**config.mk**
```make
export PLATFORM = sky130hd
export DESIGN_NAME = fetch_unit
export DESIGN_NICKNAME = d
export VERILOG_FILES = /design/src/rtl/fetch_unit.sv
export SDC_FILE = /design/constraint.sdc
export NUM_CORES = 2
export LEC_CHECK = 0
export ABC_AREA = 1
export BUFFER_PORTS_ARGS = -buffer_cell sky130_fd_sc_hd__buf_2
export CAP_MARGIN = 20
export CORE_MARGIN = 5
export CORE_UTILIZATION = 25
export DETAILED_ROUTE_END_ITERATION = 12
export GPL_ROUTABILITY_DRIVEN = 1
export PLACE_DENSITY = 0.43
export SYNTH_ARGS = -nofsm -noshare
export SYNTH_HDL_FRONTEND = slang
export SYNTH_SLANG_ARGS = --single-unit
export TNS_END_PERCENT = 5
```
**constraint.sdc**
```tcl
create_clock -name Clk -period 3.4 [get_ports Clk]
set_input_delay 0.51 -clock Clk [delete_from_list [all_inputs] [get_ports Clk]]
set_output_delay 0.51 -clock Clk [all_outputs]
set_load 0.01 [all_outputs]
```
**src/rtl/fetch_unit.sv**
```systemverilog
// Instruction-fetch stage: PC, IF/ID register, jump-target LUT and halt detection.
// Valid qualifies mach_code on every cycle; there is no back-pressure other than Stall.
module fetch_unit #(
  parameter int                  PC_W      = 10,
  parameter int                  INSTR_W   = 9,
  parameter logic [INSTR_W-1:0]  HALT_CODE = 9'h1FF,
  parameter int                  CNT_W     = 16
) (
  input  logic               Clk,
  input  logic               Reset,
  input  logic               Start,
  input  logic               Stall,
  input  logic               Jump,
  input  logic [7:0]         Jptr,
  output logic [PC_W-1:0]    imem_addr,
  input  logic [INSTR_W-1:0] imem_data,
  input  logic               lut_we,
  input  logic [7:0]         lut_addr,
  input  logic [PC_W-1:0]    lut_wdata,
  output logic [INSTR_W-1:0] mach_code,
  output logic               Valid,
  output logic               Done,
  output logic [CNT_W-1:0]   InstCnt,
  output logic [1:0]         dbg_state_o
);

  typedef enum logic [1:0] {
    S_IDLE = 2'd0,
    S_RUN  = 2'd1,
    S_DONE = 2'd2
  } state_t;

  state_t               state_q, state_d;
  logic [PC_W-1:0]      pc_q, pc_d;
  logic [INSTR_W-1:0]   mc_q, mc_d;
  logic                 valid_q, valid_d;
  logic [CNT_W-1:0]     cnt_q, cnt_d;
  logic                 start_q;
  logic                 start_rise;
  logic [PC_W-1:0]      lut_q [0:255];

  assign start_rise = Start & ~start_q;

  // LUT contents survive reset and may only change while the core is idle.
  always_ff @(posedge Clk) begin
    if (lut_we && (state_q == S_IDLE)) begin
      lut_q[lut_addr] <= lut_wdata;
    end
  end

  always_ff @(posedge Clk or negedge Reset) begin
    if (!Reset) begin
      state_q <= S_IDLE;
      pc_q    <= '0;
      mc_q    <= '0;
      valid_q <= 1'b0;
      cnt_q   <= '0;
      start_q <= 1'b0;
    end else begin
      state_q <= state_d;
      pc_q    <= pc_d;
      mc_q    <= mc_d;
      valid_q <= valid_d;
      cnt_q   <= cnt_d;
      start_q <= Start;
    end
  end

  always_comb begin
    state_d = state_q;
    pc_d    = pc_q;
    mc_d    = mc_q;
    valid_d = valid_q;
    cnt_d   = cnt_q;
    case (state_q)
      S_IDLE: begin
        valid_d = 1'b0;
        mc_d    = '0;
        if (start_rise) begin
          state_d = S_RUN;
          pc_d    = '0;
          cnt_d   = '0;
        end
      end
      S_RUN: begin
        // A redirect wins over both stall and halt: the word at the old PC is wrong-path.
        if (Jump) begin
          pc_d    = lut_q[Jptr];
          mc_d    = '0;
          valid_d = 1'b0;
        end else if (!Stall) begin
          if (imem_data == HALT_CODE) begin
            state_d = S_DONE;
            mc_d    = '0;
            valid_d = 1'b0;
          end else begin
            mc_d    = imem_data;
            valid_d = 1'b1;
            pc_d    = pc_q + 1'b1;
            if (cnt_q != '1) begin
              cnt_d = cnt_q + 1'b1;
            end
          end
        end
      end
      S_DONE: begin
        valid_d = 1'b0;
        if (!Start) begin
          state_d = S_IDLE;
        end
      end
      default: begin
        state_d = S_IDLE;
      end
    endcase
  end

  assign imem_addr   = pc_q;
  assign mach_code   = mc_q;
  assign Valid       = valid_q;
  assign Done        = (state_q == S_DONE);
  assign InstCnt     = cnt_q;
  assign dbg_state_o = state_q;

endmodule

```
Yosys cells after proc, flatten, opt, wreduce, memory -nomap -nowiden. Memories as Yosys holds them, arrays and structs flattened. Cells that the tools add are included.

Register bits: 39. RAM bits: 2560. Word-level logic and storage cells: 61. Memories kept: 1.

Memories: lut_q (depth 256, width 10, rd ports 1, clocked after Yosys merged registers in 0, write ports 1, line 40) `logic [PC_W-1:0] lut_q [0:255];`.

Add/subtract/negate cells: 2. Equality and inequality tests: 13. Multiplexer cells: 27. Bitwise logic cells: 2. Reductions and logical operators: 10.

Operators with widths (number): two-way mux 16 bit (5); two-way mux 10 bit (4); one-hot mux 16 bit (2 select lines) (1); two-way mux 9 bit (3); one-hot mux 10 bit (2 select lines) (1); one-hot mux 9 bit (2 select lines) (1); adder 16 x 1 -> 16 bit (second input constant) (1); inequality test 16 bit (second input constant) (1); inequality test 2 bit (second input constant) (7); adder 10 x 1 -> 10 bit (second input constant) (1); two-way mux 2 bit (5); == test 9 bit (second input constant) (1); inequality test 3 bit (second input constant) (2); one-hot mux 2 bit (3 select lines) (1); AND reduction 6 bit (1); two-way mux 1 bit (5); AND reduction 5 bit (1); AND reduction 2 bit (2); AND reduction 4 bit (1); nonzero test 2 bit (2); == test 2 x 1 -> 1 bit (second input constant) (1); == test 2 bit (second input constant) (1); zero test 2 bit (1); one-hot mux 1 bit (2 select lines) (1); other kinds (4) (4).

Logic depth before layout (Yosys ltp).
Word-level depth: 6. Gate-level depth with buffers: 19. Mapped depth without buffers: 15.

Worst setup path before layout. OpenSTA, ideal clock, no wires.

Path kind: reg-to-reg. Start: register state_q[1] (netlist: dbg_state_o[1]). End: memory lut_q[195][0], enable pin. Library setup time: 0.376 ns. Arrival time: 2.043 ns. Data required time: 3.024 ns. Path slack: 0.980 ns. Cell stages (with the launch flop): 8. Period minus slack after synthesis: 2.420 ns. Cell sequence: dfrtp_1 -> nor2_1 -> inv_1 -> nor2_1 -> buf_2 -> nand2_1 -> clkbuf_1 -> nor2_1.

Word-level cells in the longest chain between the ends: 4.

RTL lines: start: declaration (line 33) `state_t state_q, state_d;`; start signal: assignment (line 60) `state_q <= state_d;`; zero test 2 bit (line 46) `if (lut_we && (state_q == S_IDLE)) begin`; logical AND 1 bit (line 46); two-way mux 1 bit (line 46); two-way mux 1 bit (implied by the code) (line 47) `lut_q[lut_addr] <= lut_wdata;`; end: declaration (line 40).

Every way passes these cells.

Worst setup path in the final report.
Start: register state_q[1] (netlist: dbg_state_o[1]). End: memory lut_q[170][3], enable pin.

Same word-level chain as after synthesis.

==> results.sh <==
export IMPL_dieWidth_um=661
export IMPL_final_max_slew_viol_count=0
export IMPL_cts_repair_resize_count=0
export IMPL_detailroute_via_count=69800
export IMPL_relative_slew_margins=0.388
export IMPL_synthesized_area_fraction_occupied_by_xor_and_xnor_cells=0.000745
export IMPL_criticalPathCategory="reg -> reg"
export IMPL_grt_antenna_before_repair=10
export IMPL_final_layout_size_suffix_gt1_frac=0.113
export IMPL_initial_core_util=0.250
export IMPL_port_buffer_count=79
export IMPL_timing_critical_path_slowest_cell_delay_ns=0.54
export IMPL_crit_buf_inv=3
export IMPL_place_gp_congestion=0.813
export IMPL_run_status="completed"
export IMPL_grt_start_max_net_pins=113
export IMPL_syn_instance_count=8840
export IMPL_main_combinational_cell_family_by_area_after_synthesis="simple AND/OR/NAND/NOR gates"
export IMPL_clkLatencyLatePin_ns=0.90
export IMPL_core_area_um2=423000
export IMPL_ir_drop_mv=0.330
export IMPL_worstPathRequired_ns=4.00
export IMPL_post_synth_mux_area_share=0
export IMPL_finished_layout_cell_area_um2=125000
export IMPL_detail_route_wl_per_cell_um=22.5
export IMPL_ctsRootBufferMaster="clkbuf_16"
export IMPL_design_die_area_um2=436000
export IMPL_cts_reportedPaths_clkPinSlew_ns=0.06
export IMPL_n_fill_cell=43200
export IMPL_boundaryPins=80
export IMPL_cp_start_kind="flip-flop"
export IMPL_power_static_leakage_nw=43.3
export IMPL_clock_path_buffers=4
export IMPL_final_hold_viols=0
export IMPL_wire_length_of_the_first_global_routing_pass_um=493000
export IMPL_path_delay_family="simple AND/OR/NAND/NOR gates"
export IMPL_rsz0062_at_grt="false"
export IMPL_grt_pass1_vias=68600
export IMPL_final_min_period_over_clock_period=0.799
export IMPL_critical_path_max_fanout=19
export IMPL_worst_setup_slack_post_dpl_ns=-0.0482
export IMPL_synth_simple_gate_area_frac=0.203
export IMPL_transition_time_of_the_tightest_slew_check_pin_ns=0.917
export IMPL_power_density_nw_per_um2=565
export IMPL_placed_cell_area_um2=116000
export IMPL_post_synth_instance_area_um2=106000
export IMPL_synth_adder_area_share=0.000236
export IMPL_setup_violations_final=0
export IMPL_number_of_drc_violations_after_detailed_routing_iteration_0=6489
export IMPL_hold_slack_ns=0.104
export IMPL_vias_per_cell=4.63
export IMPL_area_growth_syn_to_layout_pct=18.5
export IMPL_drc_errors=0
export IMPL_placementRows=239
export IMPL_synth_lib_cells_used_distinct=37
export IMPL_syn_num_nets=8883
export IMPL_compound_gate_portion_of_the_synthesized_area=0.0249
export IMPL_holdCritPathClass="in -> reg"
export IMPL_synth_area_per_cell_um2=12.0
export IMPL_critPathCaptureType="flip-flop"
export IMPL_seq_area_frac_synth=0.736
export IMPL_drt_total_wl_um=340000
export IMPL_drv_max_cap_violation_count=0
export IMPL_track_usage=0.151
export IMPL_firstDrtPassIters=7
export IMPL_yosysWarnings=0
export IMPL_fin_crit_ns=2.72
export IMPL_drt_antenna_violating_nets=0
export IMPL_synth_seq_cells=2599
export IMPL_tritoncts_num_buffers=286
export IMPL_grt_remaining_overflow=0
export IMPL_cts_setup_buffers=0
export IMPL_postLayoutSetupSlackWorst_ns=0.682
export IMPL_crit_path_cell_trace="nor2_1 -> inv_1 -> nor2_2 -> buf_4 -> nand3_1 -> nor2_1 -> buf_4"
export IMPL_achievable_frequency_mhz=368
export IMPL_hpwlAfterDp_um=205000
export IMPL_cts_tree="yes"
export IMPL_fin_worst_skew_ns=0.0358
export IMPL_critical_path_data_arrival_time_ns=3.32
export IMPL_htreeDepth=5
export IMPL_num_nets_final=9245
export IMPL_cts_num_sinks=2599
export IMPL_worst_path_max_delay_cell="nand3_1"
export IMPL_dieHeight_um=661
## final timing paths
path                       cells past startpoint      startpoint  slack (ns)             to
max in group asynchronous                      4           Reset        2.36   imem_addr[3]
max reg2reg                                    7  dbg_state_o[1]        0.68  lut_q[170][3]
min reg2reg                                    2    mach_code[5]        0.54   mach_code[5]
min                                            1    lut_wdata[2]        0.10  lut_q[225][2]
min in group asynchronous                      3           Reset        0.55     InstCnt[5]
max                                            7  dbg_state_o[1]        0.68  lut_q[170][3]
## cell usage after synthesis
library cell  instances  area share
nor3_4                1     0.00015
o22ai_1             104      0.0061
a21boi_0              1    0.000071
inv_4                 1    0.000059
nand2_1            2288       0.081
clkbuf_1            182      0.0065
nand3_1            2168        0.10
nor3_1                6     0.00028
a21oi_1              95      0.0045
inv_2                 3     0.00011
nand4_1               6     0.00035
o21a_1                1    0.000071
nor2_2                1    0.000059
buf_4                87      0.0062
or2_2                 2     0.00012
a31o_2                1    0.000083
o21ai_0             230       0.011
inv_1               154      0.0055
nand2_2               1    0.000059
nand3b_1              1    0.000071
nor4_1                3     0.00018
o21ai_1              55      0.0026
xor2_1                6     0.00050
nor2_1              499       0.018
buf_8                 2     0.00028
buf_12                1     0.00019
buf_6                35      0.0037
clkinv_1              3     0.00011
o31ai_1               5     0.00035
xnor2_1               3     0.00025
ha_1                  2     0.00024
o2111ai_1             1    0.000083
dfrtp_1              39      0.0092
edfxtp_1           2560        0.73
buf_1                37      0.0013
o311ai_2              1     0.00015
buf_2               255       0.012
## cells in the final DEF (no fill, tap or decap), drive strengths merged, types with 95 or more instances in the layout
cell type and count:
clkbuf 356, nor2 500, nand2 2289, inv 170, buf 655, a21oi 95
o21ai 285, nand3 2168, edfxtp 2560, o22ai 104, clkinv 114
## flip-flops by register name, indices dropped and copies added (netlist names)
register and flops:
InstCnt 16, Valid 1, dbg_state_o 2, imem_addr 10
lut_q 2560, mach_code 9, start_q 1
## repair_timing
item                                   in CTS  in global routing
endpoints found under the hold margin     176                  8
hold buffers                               17                  1
setup endpoints to repair                   0                  0
## through the flow
step | std cells | power (mW) | util | TNS (ns)
global placement | 14600 | 41.6 | 0.275 | -0.296
floorplan | 8840 | 38.7 | - | 0
CTS | 15100 | 71.8 | 0.297 | 0
finish | 15100 | 70.9 | 0.297 | 0
global route | 15100 | 73.5 | 0.297 | 0
detailed placement | 14600 | 41.6 | 0.275 | -0.0789
## routing by layer
metal / track usage / share of wire
met2: 0.251 / 0.48
met4: 0.0383 / 0.026
met1: 0.208 / 0.45
met3: 0.0193 / 0.052
met5: 0 / 0
## worst register-to-register path, delay by kind of cell (launching register included)
| kind | cells | cell delay (ns) |
|---|---|---|
| buffers and inverters | 3 | 0.74 |
| flip-flops | 1 | 0.46 |
| AND/OR/NAND/NOR | 4 | 1.23 |
## cell families after synthesis
family	after synthesis
flip-flops	2599
buffers and inverters	760
adder cells (fa/ha/maj)	2
XOR/XNOR	9
AO/OA/AOI/OAI	494
AND/OR/NAND/NOR	4976
## layout make-up
class / count / area [um^2] / share of cell area
Sequential cell: 2599 / 77800 / 0.620
Antenna cell: 3 / 7.51 / 0.0000598
Clock inverter: 144 / 1280 / 0.0102
Multi-Input combinational cell: 5481 / 24200 / 0.193
Timing Repair Buffer: 673 / 6730 / 0.0536
Tap cell: 5663 / 7090 / 0.0565
Inverter: 161 / 643 / 0.00513
Clock buffer: 356 / 7630 / 0.0608
## where the power goes
part	switching, mW	internal, mW
Sequential	0.144	35.3
Clock	12.8	17.3
Combinational	3.95	1.42
No activity file was read; power rests on OpenSTA's default activity.
